### src/rtl/cam_inbuf_writer_if.sv
// Camera byte stream in, input-buffer write port out.
// Signal names follow the block's external pin names.
interface cam_inbuf_writer_if #(
   parameter int ADDR_W = 17
);
   logic              iVSync;
   logic              iHRef;
   logic              iPixEn;
   logic [7:0]        iData;
   logic              iCapReq;
   logic              iContinuous;
   logic              oWrEn;
   logic [ADDR_W-1:0] oWrAddr;
   logic [15:0]       oWrData;
   logic              oBusy;
   logic              oFrameDone;
   logic              oShortFrame;

   modport master (
      output iVSync, iHRef, iPixEn, iData,
      output iCapReq, iContinuous,
      input  oWrEn, oWrAddr, oWrData,
      input  oBusy, oFrameDone, oShortFrame
   );

   modport slave (
      input  iVSync, iHRef, iPixEn, iData,
      input  iCapReq, iContinuous,
      output oWrEn, oWrAddr, oWrData,
      output oBusy, oFrameDone, oShortFrame
   );
endinterface

### src/rtl/cam_inbuf_writer.sv
// RGB565 camera capture into the CNN input buffer, one word per pixel,
// cropped to WIDTH x HEIGHT, single-shot or continuous.
module cam_inbuf_writer #(
   parameter int WIDTH  = 480,
   parameter int HEIGHT = 272,
   parameter int ADDR_W = 17
) (
   input logic              iClk,
   input logic              iRsn,
   cam_inbuf_writer_if.slave bus
);
   localparam int CW = $clog2(WIDTH + 1);
   localparam int RW = $clog2(HEIGHT + 1);
   localparam logic [CW-1:0]     LC_W = CW'(WIDTH);
   localparam logic [RW-1:0]     LC_H = RW'(HEIGHT);
   localparam logic [ADDR_W-1:0] LA_W = ADDR_W'(WIDTH);

   typedef enum logic [1:0] {
      S_IDLE, S_ARMED, S_CAPT, S_DONE
   } state_t;

   state_t r_state;
   state_t w_next;

   logic              r_vs_d;
   logic              r_hr_d;
   logic [RW-1:0]     r_row;
   logic [CW-1:0]     r_col;
   logic [ADDR_W-1:0] r_base;
   logic              r_phase;
   logic [7:0]        r_hi;
   logic              r_wr_en;
   logic [ADDR_W-1:0] r_wr_addr;
   logic [15:0]       r_wr_data;
   logic              r_short;

   logic w_vs_fall;
   logic w_vs_rise;
   logic w_hr_fall;
   logic w_acc;
   logic w_in_win;

   assign w_vs_fall = r_vs_d & ~bus.iVSync;
   assign w_vs_rise = ~r_vs_d & bus.iVSync;
   assign w_hr_fall = r_hr_d & ~bus.iHRef;
   assign w_acc     = bus.iPixEn & bus.iHRef;
   assign w_in_win  = (r_col < LC_W) && (r_row < LC_H);

   always_ff @(posedge iClk or negedge iRsn) begin
      if (!iRsn) r_state <= S_IDLE;
      else       r_state <= w_next;
   end

   always_comb begin
      w_next = r_state;
      unique case (r_state)
         S_IDLE:  if (bus.iCapReq) w_next = S_ARMED;
         S_ARMED: if (w_vs_fall)   w_next = S_CAPT;
         S_CAPT:  if (w_vs_rise)   w_next = S_DONE;
         S_DONE:  w_next = bus.iContinuous ? S_ARMED : S_IDLE;
         default: w_next = S_IDLE;
      endcase
   end

   always_comb begin
      bus.oBusy       = (r_state != S_IDLE);
      bus.oFrameDone  = (r_state == S_DONE);
      bus.oWrEn       = r_wr_en;
      bus.oWrAddr     = r_wr_addr;
      bus.oWrData     = r_wr_data;
      bus.oShortFrame = r_short;
   end

   always_ff @(posedge iClk or negedge iRsn) begin
      if (!iRsn) begin
         r_vs_d    <= 1'b0;
         r_hr_d    <= 1'b0;
         r_row     <= '0;
         r_col     <= '0;
         r_base    <= '0;
         r_phase   <= 1'b0;
         r_hi      <= '0;
         r_wr_en   <= 1'b0;
         r_wr_addr <= '0;
         r_wr_data <= '0;
         r_short   <= 1'b0;
      end else begin
         r_vs_d  <= bus.iVSync;
         r_hr_d  <= bus.iHRef;
         r_wr_en <= 1'b0;
         if (r_state == S_IDLE && bus.iCapReq)
            r_short <= 1'b0;
         if (r_state == S_DONE && r_row < LC_H)
            r_short <= 1'b1;
         if (r_state == S_ARMED && w_vs_fall) begin
            r_row   <= '0;
            r_col   <= '0;
            r_base  <= '0;
            r_phase <= 1'b0;
         end
         if (r_state == S_CAPT) begin
            if (w_acc) begin
               r_phase <= ~r_phase;
               if (!r_phase) begin
                  r_hi <= bus.iData;
               end else begin
                  r_wr_en   <= w_in_win;
                  r_wr_addr <= r_base + ADDR_W'(r_col);
                  r_wr_data <= {bus.iData[4:0], r_hi[2:0],
                                bus.iData[7:5], r_hi[7:3]};
                  if (r_col < LC_W)
                     r_col <= r_col + 1'b1;
               end
            end
            // line end wins over the pixel's col/phase update
            if (w_hr_fall) begin
               r_col   <= '0;
               r_phase <= 1'b0;
               if (r_row < LC_H) begin
                  r_row  <= r_row + 1'b1;
                  r_base <= r_base + LA_W;
               end
            end
            if (w_vs_rise)
               r_phase <= 1'b0;
         end
      end
   end
endmodule

### src/flat_wrapper.sv
// flat-port wrapper written by rule: the top's interface ports become plain ports
module cam_inbuf_writer_flat 
#(
   parameter int WIDTH  = 480,
   parameter int HEIGHT = 272,
   parameter int ADDR_W = 17
)
  (iClk, iRsn, bus_iVSync, bus_iHRef, bus_iPixEn, bus_iData, bus_iCapReq, bus_iContinuous, bus_oWrEn, bus_oWrAddr, bus_oWrData, bus_oBusy, bus_oFrameDone, bus_oShortFrame);
  cam_inbuf_writer_if #(.ADDR_W(ADDR_W)) bus_i ();
  input logic iClk;
  input logic iRsn;
  input wire logic [$bits(bus_i.iVSync)-1:0] bus_iVSync;
  input wire logic [$bits(bus_i.iHRef)-1:0] bus_iHRef;
  input wire logic [$bits(bus_i.iPixEn)-1:0] bus_iPixEn;
  input wire logic [$bits(bus_i.iData)-1:0] bus_iData;
  input wire logic [$bits(bus_i.iCapReq)-1:0] bus_iCapReq;
  input wire logic [$bits(bus_i.iContinuous)-1:0] bus_iContinuous;
  output wire logic [$bits(bus_i.oWrEn)-1:0] bus_oWrEn;
  output wire logic [$bits(bus_i.oWrAddr)-1:0] bus_oWrAddr;
  output wire logic [$bits(bus_i.oWrData)-1:0] bus_oWrData;
  output wire logic [$bits(bus_i.oBusy)-1:0] bus_oBusy;
  output wire logic [$bits(bus_i.oFrameDone)-1:0] bus_oFrameDone;
  output wire logic [$bits(bus_i.oShortFrame)-1:0] bus_oShortFrame;
  assign bus_i.iVSync = bus_iVSync;
  assign bus_i.iHRef = bus_iHRef;
  assign bus_i.iPixEn = bus_iPixEn;
  assign bus_i.iData = bus_iData;
  assign bus_i.iCapReq = bus_iCapReq;
  assign bus_i.iContinuous = bus_iContinuous;
  assign bus_oWrEn = bus_i.oWrEn;
  assign bus_oWrAddr = bus_i.oWrAddr;
  assign bus_oWrData = bus_i.oWrData;
  assign bus_oBusy = bus_i.oBusy;
  assign bus_oFrameDone = bus_i.oFrameDone;
  assign bus_oShortFrame = bus_i.oShortFrame;
  cam_inbuf_writer #(.WIDTH(WIDTH), .HEIGHT(HEIGHT), .ADDR_W(ADDR_W)) u_core (.iClk(iClk), .iRsn(iRsn), .bus(bus_i));
endmodule
### config.mk
export PLATFORM = sky130hd
export DESIGN_NAME = cam_inbuf_writer_flat
export DESIGN_NICKNAME = d
export VERILOG_FILES = /design/src/rtl/cam_inbuf_writer_if.sv /design/src/rtl/cam_inbuf_writer.sv /design/src/flat_wrapper.sv
export SDC_FILE = /design/constraint.sdc
export NUM_CORES = 1
export LEC_CHECK = 0
export BUFFER_PORTS_ARGS = -buffer_cell sky130_fd_sc_hd__buf_4
export CAP_MARGIN = 20
export CORE_ASPECT_RATIO = 0.6
export CORE_MARGIN = 2
export CORE_UTILIZATION = 42
export CTS_CLUSTER_DIAMETER = 50
export CTS_CLUSTER_SIZE = 30
export DETAILED_ROUTE_END_ITERATION = 7
export SETUP_SLACK_MARGIN = 0.2
export SLEW_MARGIN = 20
export SYNTH_ARGS = -nofsm -noshare
export SYNTH_HDL_FRONTEND = slang
export SYNTH_SLANG_ARGS = --single-unit
### constraint.sdc
create_clock -name iClk -period 1.9 [get_ports iClk]
set_input_delay 0.19 -clock iClk [delete_from_list [all_inputs] [get_ports iClk]]
set_output_delay 0.19 -clock iClk [all_outputs]
set_load 0.01 [all_outputs]
; Yosys cells after proc, flatten, opt, wreduce, memory -nomap -nowiden
; Cells that the tools add are included.
[totals]
wordCells = 71
in_bits = 15
out_inout_bits = 37
regBits = 83
[op_classes]
n_reduce_logical = 10
eq_ne = 6
mux = 29
magnitude_cmp = 2
n_addsub = 4
n_bitwise = 8
[op_table]
columns = cell, count
row1 = $mux W9, 10
row2 = $mux W17, 4
row3 = $add A9 B1 Y9 const B, 2
row4 = $lt A9 B9 Y1 const B, 2
row5 = $add A17 B9 Y17, 1
row6 = $add A17 B9 Y17 const B, 1
row7 = $mux W1, 11
row8 = $reduce_and A3 Y1, 3
row9 = $pmux W2 S4, 1
row10 = $mux W2, 3
row11 = $and A1 B1 Y1, 4
row12 = $eq A2 B2 Y1 const B, 2
row13 = $logic_and A1 B1 Y1, 4
row14 = $ne A2 B1 Y1 const B, 2
row15 = $not A1 Y1, 4
row16 = $reduce_bool A2 Y1, 2
row17 = $eq A2 B1 Y1 const B, 1
row18 = $logic_not A2 Y1, 1
row19 = $ne A2 B2 Y1 const B, 1

; Logic depth before layout (Yosys ltp)
; Gate-level depths: netlist of the first run.
[depth]
ltp_word = 9
ltp_mapped = 11
ltp_nobuf = 8

; Worst setup path after synthesis of the first run
; No wires, ideal clock.
[synth_timing]
kind = reg-to-reg
startpoint = reg u_core.r_col[0]
endpoint = reg u_core.r_wr_addr[16] (netlist: u_core.bus.oWrAddr[16])
arrival_ps = 1872
path_slack_ps = -105
n_path_buf = 0
required_time_ps = 1767
setup_time_ps = 133
period_less_slack_ps = 2005
stages_incl_launch_ff = 9
cell_sequence = dfrtp_1 -> ha_1 -> fa_1 -> a21oi_1 -> o221ai_1 -> a21bo_2 -> nand3b_1 -> xor2_1 -> o21ai_0
[synth_between]
elab_chain_cells = 1
[synth_lines]
columns = item, line_no
row1 = from (decl), cam_inbuf_writer.sv:28  ; logic [CW-1:0] r_col;
row2 = from (signal assigned), cam_inbuf_writer.sv:112  ; r_col <= r_col + 1'b1;
row3 = $add A17 B9 Y17, cam_inbuf_writer.sv:108  ; r_wr_addr <= r_base + ADDR_W'(r_col);
row4 = to (signal assigned), cam_inbuf_writer.sv:108
row5 = to (decl), cam_inbuf_writer.sv:33  ; logic [ADDR_W-1:0] r_wr_addr;
; No other way between the ends.
; A chain may end at the register's enable or synchronous reset.

; Worst setup path in the final report of the first run
[layout_timing]
startpoint = reg u_core.r_base[0]
endpoint = reg u_core.r_wr_addr[16] (netlist: u_core.bus.oWrAddr[16])
[layout_between]
elab_chain_cells = 1
[layout_lines]
columns = item, line_no
row1 = from (decl), cam_inbuf_writer.sv:29  ; logic [ADDR_W-1:0] r_base;
row2 = from (signal assigned), cam_inbuf_writer.sv:121  ; r_base <= r_base + LA_W;
row3 = $add A17 B9 Y17, cam_inbuf_writer.sv:108
; No other way between the ends.

==> results of run 1 <==
==> layout by cell type (no fill, tap or decap), types with 3 or more instances in the layout <==
master | synthesis | routed
buf_4 | 0 | 94
dfrtp_1 | 83 | 79
nand2_1 | 47 | 46
mux2_2 | 28 | 28
o21ai_1 | 18 | 25
o21ai_0 | 33 | 22
nor2_1 | 22 | 20
a21oi_1 | 18 | 11
nand3_1 | 12 | 10
ha_1 | 17 | 10
clkbuf_16 | 0 | 10
xor2_1 | 9 | 9
xnor2_1 | 8 | 8
a21oi_2 | 1 | 7
o21ai_2 | 2 | 6
and3_1 | 6 | 6
inv_1 | 7 | 5
ha_4 | 0 | 5
nor2b_2 | 1 | 4
nand4_1 | 4 | 4
nand2b_1 | 4 | 4
nor2b_1 | 7 | 4
buf_6 | 3 | 4
dfrtp_2 | 0 | 4
nor2_4 | 1 | 3
and2_1 | 3 | 3
o31ai_2 | 2 | 3
o31ai_1 | 4 | 3
==> state kept, by name (all words and copies together) (netlist names) <==
signal                  flops
u_core.bus.oWrAddr         17
u_core.r_base              17
u_core.bus.oWrData         16
u_core.r_col                9
u_core.r_row                9
u_core.r_hi                 8
u_core.r_state              2
u_core.bus.oShortFrame      1
u_core.bus.oWrEn            1
u_core.r_hr_d               1
u_core.r_phase              1
u_core.r_vs_d               1
==> power groups by stage <==
stage | logic (W) | clock network, W | registers, W
CTS | 0.00185 | 0.00194 | 0.00237
finish | 0.00195 | 0.00190 | 0.00238
global placement | 0.00173 | 0 | 0.00238
detailed placement | 0.00175 | 0 | 0.00240
floorplan | 0.000996 | 0 | 0.00244
global route | 0.00216 | 0.00202 | 0.00243
==> metal layers <==
| metal | GRT usage (%) | vias up |
|---|---|---|
| met4 | 4.95 | 0 |
| met2 | 27.5 | 50 |
| met5 | 0 | - |
| met1 | 26.6 | 1586 |
| li1 | - | 1599 |
| met3 | 4.87 | 15 |
==> area by class of cell <==
type                            instances  share of cell area [%]
Clock buffer                           10                    4.27
Clock inverter                          6                    1.56
Inverter                                7                   0.469
Multi-Input combinational cell        288                    38.7
Sequential cell                        83                    37.2
Tap cell                              135                    3.02
Timing Repair Buffer                  103                    14.8
==> timing repair <==
| action | in CTS | in global routing |
|---|---|---|
| gates cloned | 1 | 1 |
| pin swaps | 17 | 15 |
| hold buffers | 2 | 0 |
| endpoints found under the hold margin | 24 | 0 |
| setup buffers | 11 | 5 |
| setup endpoints to repair | 67 | 46 |
| resized for setup | 22 | 33 |
==> logic make-up (layout without fill, tap and decap cells) <==
kind of cell / Yosys count / after routing
AND/OR/NAND/NOR: 128 / 129
multiplexers: 30 / 30
adder cells (fa/ha/maj): 18 / 18
buffers and inverters: 23 / 126
flip-flops: 83 / 83
AO/OA/AOI/OAI: 94 / 94
XOR/XNOR: 17 / 17
==> worst max-delay path, delay by kind of cell, from the launching register on <==
family / cells / cell delay (ps)
simple gates: 1 / 100
fa+ha+maj: 2 / 560
compound gates: 4 / 580
flops: 1 / 380
xor+xnor: 1 / 160
==> worst paths after layout <==
path | to | slack, ps | cells past startpoint
max in group asynchronous | u_core.bus.oWrAddr[6] | 980 | 3
max reg2reg | u_core.bus.oWrAddr[16] | -10 | 8
min reg2reg | u_core.bus.oWrAddr[2] | 480 | 2
min | u_core.r_hr_d | 20 | 1
min in group asynchronous | u_core.r_phase | 300 | 2
max | u_core.bus.oWrAddr[16] | -10 | 8
==> through the flow <==
stage               hold slack, ps  instances
detailed placement             128        596
CTS                           5.57        626
floorplan                     -106        393
global placement               131        596
finish                        24.0        632
global route                  19.7        632
==> summary.md, run 1 <==
| Metric | Value |
|---|---|
| First-pass GRT wire length | roughly 16000 um |
| Placed wire-length estimate | 6680 um |
| Register bit total from synthesis | between 80 and 90 |
| Sw Share | 31.0% |
| Cells along the critical path | ha_2, fa_2, a21oi_4, o221ai_2, a21bo_2, nand3b_1, xor2_1, o21ai_1 |
| Comb power frac | a little under a third |
| Multi-input logic area | around 2200 sq um |
| DR WL met2 | around 4200 um |
| Diodes inserted | 0 |
| Synth Area in Simple Gates | 15.6% |
| FF+latch area | 2080 sq um |
| Core Footprint | between 9000 and 10000 sq um |
| Clock Skew | approximately 8.2 ps |
| Placed cell area | slightly below 5000 sq um |
| Synthesis warning total | 0 |
| Clk_lat worst skew | 340 ps |
| Clock power frac | 30.4% |
| Critical Path Fanout Max | 4 |
| Std-Cell Rows | 28 |
| Final period utilization | 101% |
| Peak supply drop | 613 uV |
| Starting Density | a little over two fifths |
| Setup-failing EPs final | 1 |
| Max clock buf depth | 2 |
| Violated checks | setup timing |
| Util after Layout | a little under three fifths |
| Avg Synthesized Cell Area | ~11 sq um |
| Post-route cell area | between 5000 and 6000 sq um |
| DRC Markers | 0 |
| Fin Setup TNS | -10.7 ps |
| RSZ-0062 raised after global routing | true |
| Final Slew Violations | 0 |
| Least-Margin Pin Slew | around 350 ps |
| Fraction of registers with async set or reset after synthesis | between 90% and 100% |
| DR vias/cell | between 5 and 6 |
| Compound-Gate Fraction of Synth Area | 13.8% |
| DIE WIDTH | 132 um |
| Clk slew on worst S/H paths | roughly 60 ps |
| Post-Syn Instances | 393 |
| Crit path DAT | approximately 2100 ps |
| Post-route setup slack | -10.7 ps |
| Pre-CTS setup slack | -82.8 ps |
| Drt total wl | approximately 9500 um |
| Critical Path Start | u_core.r_base[0] |
| CP max-delay cell | dfrtp_1 |
| CTS tree | yes |
| Top Ports | 52 |
| Largest stage delay on the critical path | approximately 380 ps |
| Share of layout cells above drive strength 1 | 40.8% |
| Met3 wire len | around 340 um |
| Initial antenna violation count | 0 |
| DR pass1 iterations | 4 |
| Net count after synthesis | 426 |
| Met1 wire length | 4890 um |
| Worst rel slew slack | about three quarters |
| Final-stage net count | 525 |
| Routed wire per std cell | about 15 um |
| Largest family of logic cells by synthesized area | simple AND/OR/NAND/NOR gates |
| Crit path kind | reg2reg |
| GRT Residual Overflow | 0 |
| Tot Pwr | 0.00623 W |
| Ranking of synthesized cells by area | dfrtp_1 50%, mux2_2 7.6%, ha_1 5.1%, nand2_1 4.2%, o21ai_0 4.0% |
| Most common cell in the netlist | dfrtp_1 |
| Int Power | approximately 0.0043 W |
| Status | finished with violations |
| Post-synth EDFFs | 0 |
| Num CTS Buffers | 9 |
| Cell Area, Synth | about 4200 sq um |
| Post-synthesis mux area share | under 10% |
| Top post-synthesis cells by count | 83 x dfrtp_1, 47 x nand2_1, 33 x o21ai_0 |
| H-tree levels | 3 |
| RR Startpoint | u_core.r_base[0] |
| Gpl congestion | ~0.82 |
| Final Hold Vio Count | 0 |
| Synth Area in XOR/XNOR | approximately 3.6% |
| Fmax achieved | about 520 MHz |
| Leakage | approximately 2.6 nW |
| Uppermost layer routed | met4 |
| Largest area contributor in the netlist | dfrtp_1 |
| Data required, critical path | 2130 ps |
| Die area | about 11000 sq um |
| GR Util All Layers | 18.4% |
| Layout area overhead | 34.7% |
| Vias | ~3300 |
| Largest net degree at the start of global routing | 38 |
| Clock root cell | clkbuf_16 |
| Ys flop type | dfrtp_1 |
| Clk sinks | 83 |
| Startpoint Class | flip-flop |
| Vias in the first global route | approximately 3200 |
| Sw power | approximately 0.0019 W |
| # port buffers | 51 |
| HP Class | in2reg |
| Cell variety after synth | 59 |
| Pwr/cell area | 1110 nW/um^2 |
| Fraction of the mapped netlist area in adder cells | between 5 and 6% |
| Die height | around 81 um |
| Fill cell count | around 840 |
| Max_cap viols | 0 |
| Post-synthesis sequential area ratio | between 40 and 50% |
| CP endpoint kind | flip-flop |
| Reg power frac | 38.2% |
| 1st-iter DRT viols | about 260 |
| Final ANT Viol Nets | 0 |
| Minimum clock period | approximately 1900 ps |
| Min-delay src | bus_iHRef |
| Area share of the largest cell type after synthesis | roughly half |
(Power assumes the default switching activity.)
==> run 2, diff against run 1 <==
- SETUP_SLACK_MARGIN: 0.2 -> 0.05
==> summary.md, run 2 (synthesis gave the netlist of run 1 again) <==
| Metric | Value |
|---|---|
| Status | finished with violations |
| Violated checks | setup timing |
| Drt total wl | between 9000 and 10000 um |
| Reg power frac | roughly two fifths |
| Cells along the critical path | ha_2, fa_2, a21oi_4, o221ai_2, a21bo_2, nand3b_1, xor2_1, o21ai_1 |
| Final ANT Viol Nets | 0 |
| Tot Pwr | just under 0.006 W |
| Crit path kind | reg2reg |
| Share of layout cells above drive strength 1 | a little over a third |
| Placed wire-length estimate | roughly 6600 um |
| Std-Cell Rows | 28 |
| Crit path DAT | ~2100 ps |
| HP Class | in2reg |
| Placed cell area | ~4900 sq um |
| CP endpoint kind | flip-flop |
| GR Util All Layers | 17.7% |
| Commonest non-fill, non-tap cell in the layout | buf_4 |
| Core Footprint | between 9000 and 10000 sq um |
| Clk sinks | 83 |
| Max_cap viols | 0 |
| Final period utilization | 100% |
| GRT Residual Overflow | 0 |
| Leakage | about 2.6 nW |
| Clk slew on worst S/H paths | 60 ps |
| Starting Density | a little over two fifths |
| Fmax achieved | around 520 MHz |
| Fill cell count | between 800 and 900 |
| Die area | ~11000 sq um |
| Pwr/cell area | approximately 1100 nW/um^2 |
| Vias in the first global route | ~3000 |
| Max clock buf depth | 2 |
| Largest net degree at the start of global routing | between 60 and 70 |
| Peak supply drop | approximately 820 uV |
| DR pass1 iterations | 4 |
| Vias | about 3200 |
| Initial antenna violation count | 0 |
| Layout area overhead | 28.1% |
| Critical Path Fanout Max | 4 |
| H-tree levels | 3 |
| Post-route setup slack | -6.36 ps |
| Clock power frac | between 20 and 30% |
| Gpl congestion | slightly below 0.9 |
| First-pass GRT wire length | ~15000 um |
| FF+latch area | a little over 2000 sq um |
| Final Hold Vio Count | 0 |
| Top Ports | 52 |
| Final-stage net count | ~520 |
| Clock Skew | between 4 and 5 ps |
| Commonest non-fill, non-tap cells in the layout | 90 x buf_4, 82 x dfrtp_1, 47 x nand2_1 |
| CTS tree | yes |
| Diodes inserted | 0 |
| Largest stage delay on the critical path | between 300 and 400 ps |
| Setup-failing EPs final | 1 |
| Die height | a little over 80 um |
| DRC Markers | 0 |
| Comb power frac | about a third |
| Sw Share | roughly a third |
| Routed wire per std cell | 14.5 um |
| RSZ-0062 raised after global routing | true |
| Post-route cell area | roughly 5300 sq um |
| Sw power | 0.00188 W |
| DR vias/cell | between 5 and 6 |
| Clk_lat worst skew | 330 ps |
| Clock root cell | clkbuf_16 |
| Num CTS Buffers | 9 |
| Multi-input logic area | just over 2000 sq um |
| Final Slew Violations | 0 |
| 1st-iter DRT viols | 247 |
| CP max-delay cell | dfrtp_1 |
| # port buffers | slightly above 50 |
| DIE WIDTH | 132 um |
| Startpoint Class | flip-flop |
| Data required, critical path | between 2000 and 2500 ps |
| Pre-CTS setup slack | -52.1 ps |
| Util after Layout | 54.7% |
| Int Power | just under 0.004 W |
| Worst rel slew slack | around 73% |
| Fin Setup TNS | -6.36 ps |
| Least-Margin Pin Slew | roughly 400 ps |
| Minimum clock period | roughly 1900 ps |
-- run 2: cell type report --
| cell class | instances | share of cell area, % |
|---|---|---|
| clock buffer | 9 | 4.23 |
| multi-input combinational | 287 | 38.4 |
| inverter | 7 | 0.493 |
| clock inverter | 7 | 1.01 |
| tap | 135 | 3.17 |
| timing repair buffer | 94 | 13.6 |
| sequential | 83 | 39.0 |
-- run 2: worst paths after layout --
check,start,endpoint,slack (ps),cells after the start
min in group asynchronous,iRsn,u_core.r_row[2],300,2
worst min register to register,u_core.bus.oWrAddr[3],u_core.bus.oWrAddr[3],480,2
worst max-delay path,u_core.r_col[0],u_core.bus.oWrAddr[16],-6,8
worst min-delay path,bus_iHRef,u_core.r_hr_d,20,1
max in group asynchronous,iRsn,u_core.r_base[2],980,3
worst max register to register,u_core.r_col[0],u_core.bus.oWrAddr[16],-6,8
-- run 2: metal layers --
layer  wire, um  global-route usage (%)  up-vias
met1       4830                    26.9     1537
li1           -                       -     1565
met4         80                    3.87        0
met3        419                    4.62        9
met5          0                       0        -
met2       3710                    25.0       69
-- run 2: timing repair --
item	4_1_cts	5_1_grt
endpoints found under the hold margin	24	0
buffers inserted	0	4
gates cloned	0	0
pin swaps	2	11
endpoints found under the setup margin	9	35
hold buffers	2	0
resized for setup	5	18
-- run 2: through the flow --
stage,hold slack [ps],std cells
after floorplan,-106,393
after global placement,125,600
after detailed placement,122,600
after CTS,7.98,618
after global routing,5.15,622
final,19.0,622
-- run 2: power by group through the flow --
stage / combinational (W) / clock [W] / sequential [W]
finish: 0.00185 / 0.00162 / 0.00235
global route: 0.00205 / 0.00174 / 0.00240
CTS: 0.00179 / 0.00166 / 0.00234
detailed placement: 0.00178 / 0 / 0.00238
global placement: 0.00174 / 0 / 0.00236
floorplan: 0.000978 / 0 / 0.00242
-- run 2: worst max-delay path, delay by kind of cell (launching register included) --
| family | cells | cell delay (ps) |
|---|---|---|
| AOI/OAI and AO/OA | 4 | 580 |
| adders and majority gates | 2 | 560 |
| DFF | 1 | 380 |
| xor gates and xnor gates | 1 | 160 |
| and+or+nand+nor | 1 | 100 |
